==> config.mk <==
export PLATFORM = sky130hd
export DESIGN_NAME = led_scan_capture_flat
export DESIGN_NICKNAME = d
export VERILOG_FILES = /design/src/rtl/led_scan_capture_if.sv /design/src/rtl/led_scan_capture.sv /design/src/flat_wrapper.sv
export SDC_FILE = /design/constraint.sdc
export NUM_CORES = 1
export LEC_CHECK = 0
export CAP_MARGIN = 40
export CELL_PAD_IN_SITES_DETAIL_PLACEMENT = 2
export CELL_PAD_IN_SITES_GLOBAL_PLACEMENT = 2
export CORE_MARGIN = 2
export CORE_UTILIZATION = 39
export DETAILED_ROUTE_END_ITERATION = 6
export PLACE_DENSITY = 0.84
export SYNTH_ARGS = -nofsm -noshare
export SYNTH_HDL_FRONTEND = slang
export SYNTH_SLANG_ARGS = --single-unit
==> constraint.sdc <==
create_clock -name clk -period 12.35 [get_ports clk]
set_input_delay 3.0875 -clock clk [delete_from_list [all_inputs] [get_ports clk]]
set_output_delay 3.0875 -clock clk [all_outputs]
set_load 0.01 [all_outputs]
==> src/rtl/led_scan_capture_if.sv <==
// led_scan_capture_if
// Bundles the sampled display buses and the rebuilt digit fields.
//   led_out     : segment bus as seen on the header, active-low (bit0=a .. bit6=g, bit7=dp)
//   led_sel     : digit select, active-low one-cold
//   digit_code  : nibble i = decoded hex value of digit i
//   digit_blank : digit i last captured with a-g all off
//   digit_err   : digit i last captured with a non-hex glyph
//   digit_dp    : dp of digit i lit at last capture
//   frame_done  : one-cycle pulse, all 8 digits captured since previous pulse
//   sel_err     : one-cycle pulse, stable select had two or more zeros
// master drives the display buses (scanner side); slave is the capture block.
interface led_scan_capture_if;
    logic [7:0]  led_out;
    logic [7:0]  led_sel;
    logic [31:0] digit_code;
    logic [7:0]  digit_blank;
    logic [7:0]  digit_err;
    logic [7:0]  digit_dp;
    logic        frame_done;
    logic        sel_err;

    modport master (
        output led_out, led_sel,
        input  digit_code, digit_blank, digit_err, digit_dp, frame_done, sel_err
    );

    modport slave (
        input  led_out, led_sel,
        output digit_code, digit_blank, digit_err, digit_dp, frame_done, sel_err
    );
endinterface

==> src/rtl/led_scan_capture.sv <==
// led_scan_capture
// Rebuilds the content of an 8-digit multiplexed seven-segment display from
// its segment and digit-select buses.
//   clk  : system clock
//   rst  : asynchronous reset, active-low
//   bus  : led_scan_capture_if.slave (display buses in, digit fields and pulses out)
// Parameter SETTLE (1..255): cycles a synchronized select must stay unchanged
// before the segment bus is sampled.
module led_scan_capture #(
    parameter int unsigned SETTLE = 4
) (
    input  logic               clk,
    input  logic               rst,
    led_scan_capture_if.slave  bus
);

    localparam logic [7:0] SETTLE_C = 8'(SETTLE);

    logic [7:0]  out_meta_q, out_sync_q;
    logic [7:0]  sel_meta_q, sel_sync_q;
    logic [7:0]  cnt_q, cnt_d;
    logic        taken_q, taken_d;
    logic [31:0] code_q, code_d;
    logic [7:0]  blank_q, blank_d;
    logic [7:0]  err_q, err_d;
    logic [7:0]  dp_q, dp_d;
    logic [7:0]  seen_q, seen_d;
    logic        frame_q, frame_d;
    logic        sel_err_q, sel_err_d;

    logic        sel_change;
    logic        sample;
    logic [6:0]  seg_hi;
    logic [3:0]  dec_nib;
    logic        dec_hex;
    logic [7:0]  seen_nxt;

    // Comparing the two synchronizer stages flags a select change one cycle
    // before it reaches s_sel; because the counter is registered, cnt_q then
    // reads 0 on the first cycle s_sel holds the new value.
    assign sel_change = (sel_meta_q != sel_sync_q);
    assign sample     = (cnt_q == SETTLE_C) && !taken_q;
    assign seg_hi     = ~out_sync_q[6:0];

    always_comb begin
        dec_hex = 1'b1;
        dec_nib = 4'h0;
        case (seg_hi)
            7'h3F: dec_nib = 4'h0;
            7'h06: dec_nib = 4'h1;
            7'h5B: dec_nib = 4'h2;
            7'h4F: dec_nib = 4'h3;
            7'h66: dec_nib = 4'h4;
            7'h6D: dec_nib = 4'h5;
            7'h7D: dec_nib = 4'h6;
            7'h07: dec_nib = 4'h7;
            7'h7F: dec_nib = 4'h8;
            7'h6F: dec_nib = 4'h9;
            7'h77: dec_nib = 4'hA;
            7'h7C: dec_nib = 4'hB;
            7'h39: dec_nib = 4'hC;
            7'h5E: dec_nib = 4'hD;
            7'h79: dec_nib = 4'hE;
            7'h71: dec_nib = 4'hF;
            default: dec_hex = 1'b0;
        endcase
    end

    always_comb begin
        cnt_d     = cnt_q;
        taken_d   = taken_q;
        code_d    = code_q;
        blank_d   = blank_q;
        err_d     = err_q;
        dp_d      = dp_q;
        seen_d    = seen_q;
        frame_d   = 1'b0;
        sel_err_d = 1'b0;
        seen_nxt  = seen_q;

        if (sel_change) begin
            cnt_d = 8'd0;
        end else if (cnt_q != SETTLE_C) begin
            cnt_d = cnt_q + 8'd1;
        end

        // A change arriving on the sample cycle still lets the old, stable
        // window be sampled, but opens the next window un-taken.
        if (sel_change) begin
            taken_d = 1'b0;
        end else if (sample) begin
            taken_d = 1'b1;
        end

        if (sample && (sel_sync_q != 8'hFF)) begin
            if ($onehot(~sel_sync_q)) begin
                for (int i = 0; i < 8; i++) begin
                    if (!sel_sync_q[i]) begin
                        code_d[4*i +: 4] = dec_hex ? dec_nib : 4'h0;
                        blank_d[i]       = !dec_hex && (seg_hi == 7'h00);
                        err_d[i]         = !dec_hex && (seg_hi != 7'h00);
                        dp_d[i]          = ~out_sync_q[7];
                        seen_nxt[i]      = 1'b1;
                    end
                end
                if (seen_nxt == 8'hFF) begin
                    frame_d = 1'b1;
                    seen_d  = 8'h00;
                end else begin
                    seen_d  = seen_nxt;
                end
            end else begin
                sel_err_d = 1'b1;
            end
        end
    end

    always_ff @(posedge clk or negedge rst) begin
        if (!rst) begin
            out_meta_q <= 8'hFF;
            out_sync_q <= 8'hFF;
            sel_meta_q <= 8'hFF;
            sel_sync_q <= 8'hFF;
            cnt_q      <= 8'd0;
            taken_q    <= 1'b0;
            code_q     <= 32'h0;
            blank_q    <= 8'h00;
            err_q      <= 8'h00;
            dp_q       <= 8'h00;
            seen_q     <= 8'h00;
            frame_q    <= 1'b0;
            sel_err_q  <= 1'b0;
        end else begin
            out_meta_q <= bus.led_out;
            out_sync_q <= out_meta_q;
            sel_meta_q <= bus.led_sel;
            sel_sync_q <= sel_meta_q;
            cnt_q      <= cnt_d;
            taken_q    <= taken_d;
            code_q     <= code_d;
            blank_q    <= blank_d;
            err_q      <= err_d;
            dp_q       <= dp_d;
            seen_q     <= seen_d;
            frame_q    <= frame_d;
            sel_err_q  <= sel_err_d;
        end
    end

    assign bus.digit_code  = code_q;
    assign bus.digit_blank = blank_q;
    assign bus.digit_err   = err_q;
    assign bus.digit_dp    = dp_q;
    assign bus.frame_done  = frame_q;
    assign bus.sel_err     = sel_err_q;

endmodule

==> src/flat_wrapper.sv <==
// flat-port wrapper written by rule: the top's interface ports become plain ports
module led_scan_capture_flat 
#(
    parameter int unsigned SETTLE = 4
)
  (clk, rst, bus_led_out, bus_led_sel, bus_digit_code, bus_digit_blank, bus_digit_err, bus_digit_dp, bus_frame_done, bus_sel_err);
  led_scan_capture_if bus_i ();
  input  logic clk;
  input  logic rst;
  input wire logic [$bits(bus_i.led_out)-1:0] bus_led_out;
  input wire logic [$bits(bus_i.led_sel)-1:0] bus_led_sel;
  output wire logic [$bits(bus_i.digit_code)-1:0] bus_digit_code;
  output wire logic [$bits(bus_i.digit_blank)-1:0] bus_digit_blank;
  output wire logic [$bits(bus_i.digit_err)-1:0] bus_digit_err;
  output wire logic [$bits(bus_i.digit_dp)-1:0] bus_digit_dp;
  output wire logic [$bits(bus_i.frame_done)-1:0] bus_frame_done;
  output wire logic [$bits(bus_i.sel_err)-1:0] bus_sel_err;
  assign bus_i.led_out = bus_led_out;
  assign bus_i.led_sel = bus_led_sel;
  assign bus_digit_code = bus_i.digit_code;
  assign bus_digit_blank = bus_i.digit_blank;
  assign bus_digit_err = bus_i.digit_err;
  assign bus_digit_dp = bus_i.digit_dp;
  assign bus_frame_done = bus_i.frame_done;
  assign bus_sel_err = bus_i.sel_err;
  led_scan_capture #(.SETTLE(SETTLE)) u_core (.clk(clk), .rst(rst), .bus(bus_i));
endmodule
==> results of run 1 <==
==> metal layers <==
layer / vias to the layer above / share of wire / global-route usage
met5: - / 0 / 0
met4: 0 / 0.020 / 0.0821
met3: 21 / 0.027 / 0.0348
met2: 73 / 0.56 / 0.438
met1: 1751 / 0.40 / 0.284
li1: 1448 / - / -
==> layout make-up <==
class | count | area (um2)
clock buffers | 9 | 225
well taps | 143 | 179
fillers | 1099 | 5670
inverters | 20 | 75.1
multi-input cells | 223 | 1770
repair buffers | 79 | 779
flip-flops and latches | 107 | 2720
clock inverters | 7 | 92.6
==> worst paths after layout <==
path                                                startpoint                               endpoint
worst min-delay path            u_core.out_meta_q[1]$_DFF_PN1_         u_core.out_sync_q[1]$_DFF_PN1_
max in group asynchronous                                  rst  u_core.bus.digit_blank[5]$_DFFE_PN0P_
min in group asynchronous                                  rst    u_core.bus.digit_err[2]$_DFFE_PN0P_
worst max register to register  u_core.sel_sync_q[0]$_DFF_PN1_  u_core.bus.digit_code[22]$_DFFE_PN0P_
worst min register to register  u_core.out_meta_q[1]$_DFF_PN1_         u_core.out_sync_q[1]$_DFF_PN1_
worst max-delay path            u_core.sel_sync_q[0]$_DFF_PN1_  u_core.bus.digit_code[22]$_DFFE_PN0P_
==> state kept, by name, summed over array words and instances, names as in the netlist <==
name / flops
u_core.cnt_q: 8
u_core.bus.digit_dp: 8
u_core.sel_meta_q: 8
u_core.bus.digit_code: 32
u_core.sel_sync_q: 8
u_core.seen_q: 8
u_core.out_sync_q: 8
u_core.taken_q: 1
u_core.bus.sel_err: 1
u_core.bus.frame_done: 1
u_core.bus.digit_err: 8
u_core.out_meta_q: 8
u_core.bus.digit_blank: 8
==> power by group <==
part,internal [uW],leakage (uW),switching [uW]
clock,177,0.000149,129
combinational,20.4,0.00101,29.0
sequential,360,0.00138,10.4
total,558,0.00254,169
==> metrics by stage <==
step | worst slack (ns) | std cells | total power (uW) | util | hold WS, ns
after detailed placement | 7.53 | 570 | 424 | 0.478 | 0.347
after CTS | 7.48 | 586 | 734 | 0.506 | 0.359
after global placement | 7.83 | 569 | 419 | 0.478 | 0.346
final | 7.50 | 588 | 726 | 0.507 | 0.359
after global routing | 7.29 | 588 | 752 | 0.507 | 0.362
after floorplan | 8.33 | 363 | 399 | - | 0.345
==> kinds of logic (layout without fill, tap and decap cells) <==
family                   count (synthesis)  in the layout  synth area share
buffers and inverters                   33            115            0.0331
multiplexers                            33             33            0.0797
XOR/XNOR                                15             15            0.0283
flip-flops                             107            107             0.585
AO/OA/AOI/OAI                           79             79             0.113
adder cells (fa/ha/maj)                 16             16            0.0496
AND/OR/NAND/NOR                         80             80             0.111
==> placed cells by master, fill, tap and decap left out, drive strengths merged, types with 8 or more instances in the layout <==
cell           count
a21oi             13
a31oi             10
clkbuf             9
clkdlybuf4s50     74
dfrtp             75
dfstp             32
ha                12
inv               20
mux2              32
nand2             15
nor2              21
o21a               9
o21ai             29
o41ai              8
xor2              12
==> flow_metrics.tcl, run 1 <==
set metrics [dict create \
    synth_area_um2 4640 \
    htree_levels 3 \
    grt_max_degree 67 \
    max_stage_delay_ns 0.64 \
    synth_top_area_share 0.404 \
    grt_util_all_layers 0.238 \
    clk_transition_reported_paths_ns 0.07 \
    max_clock_freq_ghz 0.206 \
    regToRegSetupSlack_ns 7.50 \
    hold_viol_final 0 \
    ff2ff_path_depth 12 \
    portBuffers 75 \
    ys_types 50 \
    synth_top_flop_cell "dfrtp_1" \
    wl_per_cell_um 24.5 \
    synth_commonest_cells "dfrtp_1 (75), dfstp_2 (32), mux2_2 (32), o21ai_0 (28), inv_1 (20)" \
    cpMaxStageDelayCell "dfstp_2" \
    violations "design-rule violations" \
    max_slew_margin 0.370 \
    critPathKind "reg2reg" \
    crit_path_max_fanout 25 \
    clk_latency_ns 0.35 \
    vias 3293 \
    postRouteAntennaNets 0 \
    status "finished with violations" \
    p_leak_uw 0.00254 \
    num_rows 39 \
    antenna_found_initial 0 \
    cp_top_family "adder cells" \
    yosys-top-cells-area "dfrtp_1 (40%), dfstp_2 (18%), mux2_2 (7.8%)" \
    clock-sinks 107 \
    holdPathStages 0 \
    yosys.area.top_type "dfrtp_1" \
    hpwlAfterDp_mm 9.40 \
    gp_congestion 0.792 \
    ys_ff_latch 107 \
    die_x_um 113 \
    fin_crit_ns 4.85 \
    gr-total-overflow 0 \
    crit_buf_inv 3 \
    vias_per_cell 5.60 \
    finalWirelength_mm 14.4 \
    numCtsBuffers 9 \
    worst_pin_slew_ns 0.941 \
    netlist_instances 363 \
    clockRootBuffer "clkbuf_16" \
    core_um2 11500 \
    path_cells "inv_1 > ha_1 > fa_1 > inv_1 > fa_1 > inv_1 > ha_1 > fa_1 > nor4b_4 > nand4_4 > nor2_1 > mux2_2" \
    postPlaceCellArea_um2 5510 \
    synth_edf_count 0 \
    die_h_um 113 \
    fin_tns_setup_ns 0 \
    fin_nets 474 \
    irDropWorstVdd_mv 0.153 \
    skew_ns 0.00791 \
    period_share 0.393 \
    synth.avg_cell_area_um2 12.8 \
    num_antenna_cells 0 \
    drt_pre_antenna_iters 6 \
    critPathCaptureType "flop" \
    cts_tree "done" \
    syn_to_final_growth_pct 25.8 \
    max-cap-violations 0 \
    final_layout_size_suffix_gt1_frac 0.220 \
    ys_seq_area_frac 0.585 \
    cts_hold_buf 0 \
    cts.repair.resized 0 \
    critPathLaunchType "flop" \
    syn-num-nets 397 \
    cts_setup_buffers 0 \
    ios 76 \
    synth_warnings 0 \
    grt_pass1_vias 3878 \
    route.detailed.drc 1 \
    worstPathArrival_ns 5.08 \
    post-synth-top-count-cell "dfrtp_1" \
    fp.dieArea_um2 12800 \
    rsz0062_at_grt "no" \
    final_max_slew_viol_count 0 \
    grt_first_pass_wirelength_mm 22.9 \
    dr.first_iter.drc_count 145 \
    stdcell_area_um2 5840 \
    cellPowerDensity_nw_per_um2 124 \
    synth-async-reset-ratio 1.00 \
    clk_path_buf_depth 2 \
    required_ns 12.58 \
    min_path_type "reg2reg" \
    setup_violations 0 \
    cp.depth 12 \
    start_util 0.403 \
]
No activity file was read; power rests on OpenSTA's default activity.
==> run 2, diff against run 1 <==
--- a/config.mk
+++ b/config.mk
@@ -9,9 +9,9 @@
 export CELL_PAD_IN_SITES_DETAIL_PLACEMENT = 2
 export CELL_PAD_IN_SITES_GLOBAL_PLACEMENT = 2
 export CORE_MARGIN = 2
-export CORE_UTILIZATION = 39
+export CORE_UTILIZATION = 32
 export DETAILED_ROUTE_END_ITERATION = 6
-export PLACE_DENSITY = 0.84
+export PLACE_DENSITY = 0.74
 export SYNTH_ARGS = -nofsm -noshare
 export SYNTH_HDL_FRONTEND = slang
 export SYNTH_SLANG_ARGS = --single-unit
==> constraint.sdc (replaced) <==
create_clock -name clk -period 4.3 [get_ports clk]
set_input_delay 1.075 -clock clk [delete_from_list [all_inputs] [get_ports clk]]
set_output_delay 1.075 -clock clk [all_outputs]
set_load 0.01 [all_outputs]
==> run 2 against run 1 <==
The run now ends clean. Combinational power grew to 3.1 times the previous value. Clock-buffer cell count is 1 higher. Sequential cell count is the same. Clock power rose to 2.8 times the previous value. Non-clock buffer count increased by 21. Sequential power grew to 2.9 times the previous value. Wire length is 8.4% lower. Worst hold slack got worse by 0.0031 ns. Largest cell class unchanged. Largest power group unchanged.
==> flow_metrics.tcl, run 2 (synthesis results as in run 1) <==
set metrics [dict create \
    met2_length_mm 7.27 \
    critPathKind "reg2reg" \
    grt_first_pass_wirelength_mm 21.5 \
    wl_per_cell_um 20.3 \
    pwr-share-comb 0.073 \
    fp.dieArea_um2 15500 \
    antenna_found_initial 0 \
    layout_commonest_cell "dfrtp_1" \
    stdcell_count 650 \
    max_stage_delay_ns 0.54 \
    min_path_type "reg2reg" \
    route.detailed.drc 0 \
    hold_viol_final 0 \
    multi_input_area_um2 1820 \
    clockRootBuffer "clkbuf_16" \
    power.switching_uw 477 \
    cellPowerDensity_nw_per_um2 340 \
    grt_max_degree 41 \
    final_max_slew_viol_count 0 \
    final_cell_mix "dfrtp_1 (75), clkdlybuf4s50_1 (74), mux2_2 (32), dfstp_2 (32), o21ai_0 (28)" \
    num_antenna_cells 0 \
    ios 76 \
    die_h_um 124 \
    critPathCaptureType "flop" \
    worstPathArrival_ns 4.42 \
    hold_ws_ns 0.356 \
    wl_met3_um 340 \
    syn_to_final_growth_pct 31.9 \
    skew_ns 0.00578 \
    required_ns 4.54 \
    status "finished clean" \
    fin_crit_ns 4.18 \
    dp_cells 630 \
    drt_pre_antenna_iters 4 \
    finalWirelength_mm 13.2 \
    num_rows 44 \
    start_util 0.323 \
    fin_nets 495 \
    period_share 0.973 \
    max-cap-violations 0 \
    core_um2 14400 \
    clkPwrFrac 0.418 \
    p_leak_uw 0.00266 \
    p_int_uw 1610 \
    clk_latency_ns 0.35 \
    worst_pin_slew_ns 0.911 \
    setup_violations 0 \
    p_sw_frac 0.229 \
    max_slew_margin 0.390 \
    die_x_um 124 \
    vias 3319 \
    p_seq_frac 0.509 \
    crit_path_max_fanout 8 \
    gp_congestion 0.775 \
    vias_per_cell 5.11 \
    cts_hold_buf 0 \
    dr.first_iter.drc_count 145 \
    gr-total-overflow 0 \
    clk_path_buf_depth 2 \
    path_cells "inv_1 > ha_2 > inv_1 > fa_1 > fa_1 > inv_1 > ha_2 > fa_1 > nor4b_4 > nand4_4 > buf_8 > nor2_1 > buf_4 > mux2_2" \
    clock-sinks 107 \
    grt_util_all_layers 0.179 \
    numCtsBuffers 9 \
    n_fill_cell 1449 \
    max_clock_freq_ghz 0.239 \
    seq_area_um2 2720 \
    critPathLaunchType "flop" \
    largest_reg_flops 32 \
    hpwlAfterDp_mm 9.53 \
    cts_tree "done" \
    postRouteAntennaNets 0 \
    irDropWorstVdd_mv 0.167 \
    portBuffers 75 \
    grt_pass1_vias 3821 \
    final_layout_size_suffix_gt1_frac 0.279 \
    maxUsedRoutingLayer "met4" \
    cpMaxStageDelayCell "dfstp_2" \
    htree_levels 3 \
    wl_met1_mm 5.37 \
    clk_transition_reported_paths_ns 0.07 \
]
[run 2: changes by cell type in the layout (fill, tap and decap cells not counted), moves of 2 or more]
cell / change
buf_12: +2
o41ai_1: -3
ha_1: -4
buf_4: +19
inv_1: -4
ha_2: +3
o41ai_2: +3
inv_2: +4
[run 2: power by group through the flow]
stage,sequential [uW],combinational [uW],clock (uW)
CTS,1060,152,899
floorplan,1060,83.0,0
global placement,1070,138,0
global route,1060,170,934
detailed placement,1080,151,0
finish,1060,152,871
[run 2: final cells by class]
class | count | area share
Inverter | 20 | 0.0123
Clock buffer | 10 | 0.0374
Clock inverter | 6 | 0.0131
Sequential cell | 107 | 0.444
Timing Repair Buffer | 100 | 0.159
Tap cell | 184 | 0.0376
Multi-Input combinational cell | 223 | 0.297
[run 2: metrics by stage]
step                      total power [uW]  area [um2]  setup TNS (ns)   util  worst slack (ns)
after CTS                             2110        6040               0  0.420            0.0973
after floorplan                       1150        4640               0      -             0.279
after detailed placement              1230        5730               0  0.399             0.110
final                                 2080        6120               0  0.426             0.116
after global placement                1210        5700               0  0.397             0.260
after global routing                  2170        6120         -0.0671  0.426           -0.0238
[run 2: worst max-delay path: cells and delay by family (launching register included)]
family / cells / cell delay (ns)
adder cells (fa/ha/maj): 5 / 1.96
AND/OR/NAND/NOR: 3 / 0.71
multiplexers: 1 / 0.34
buffers and inverters: 5 / 0.51
flip-flops: 1 / 0.54
[run 2: routing by layer]
layer | global-route usage | up-vias
met5 | 0 | -
met4 | 0.0681 | 0
met3 | 0.0335 | 19
met2 | 0.324 | 45
met1 | 0.210 | 1764
li1 | - | 1491
[run 2: final timing paths]
check                                                from                               endpoint  slack [ns]  cells after the start
hold / removal             u_core.out_meta_q[3]$_DFF_PN1_         u_core.out_sync_q[3]$_DFF_PN1_        0.36                      0
min in group asynchronous                             rst     u_core.bus.digit_dp[6]$_DFFE_PN0P_        0.69                      1
max in group asynchronous                             rst  u_core.bus.digit_code[20]$_DFFE_PN0P_        2.73                      3
hold reg to reg            u_core.out_meta_q[3]$_DFF_PN1_         u_core.out_sync_q[3]$_DFF_PN1_        0.36                      0
setup reg to reg           u_core.sel_sync_q[5]$_DFF_PN1_  u_core.bus.digit_code[26]$_DFFE_PN0P_        0.12                     14
setup / recovery           u_core.sel_sync_q[5]$_DFF_PN1_  u_core.bus.digit_code[26]$_DFFE_PN0P_        0.12                     14
[run 2: what timing repair did]
action,in CTS,in global routing
gates resized for setup,0,16
setup buffers,0,4
setup endpoints to repair,0,36
==> run 3, diff against run 2 <==
--- a/config.mk
+++ b/config.mk
@@ -10,6 +10,8 @@
 export CELL_PAD_IN_SITES_GLOBAL_PLACEMENT = 2
 export CORE_MARGIN = 2
 export CORE_UTILIZATION = 32
+export CTS_CLUSTER_DIAMETER = 200
+export CTS_CLUSTER_SIZE = 20
 export DETAILED_ROUTE_END_ITERATION = 6
 export PLACE_DENSITY = 0.74
 export SYNTH_ARGS = -nofsm -noshare
==> results of run 3 <==
Same layout as run 2: the final DEF is identical, and so are final timing and power.
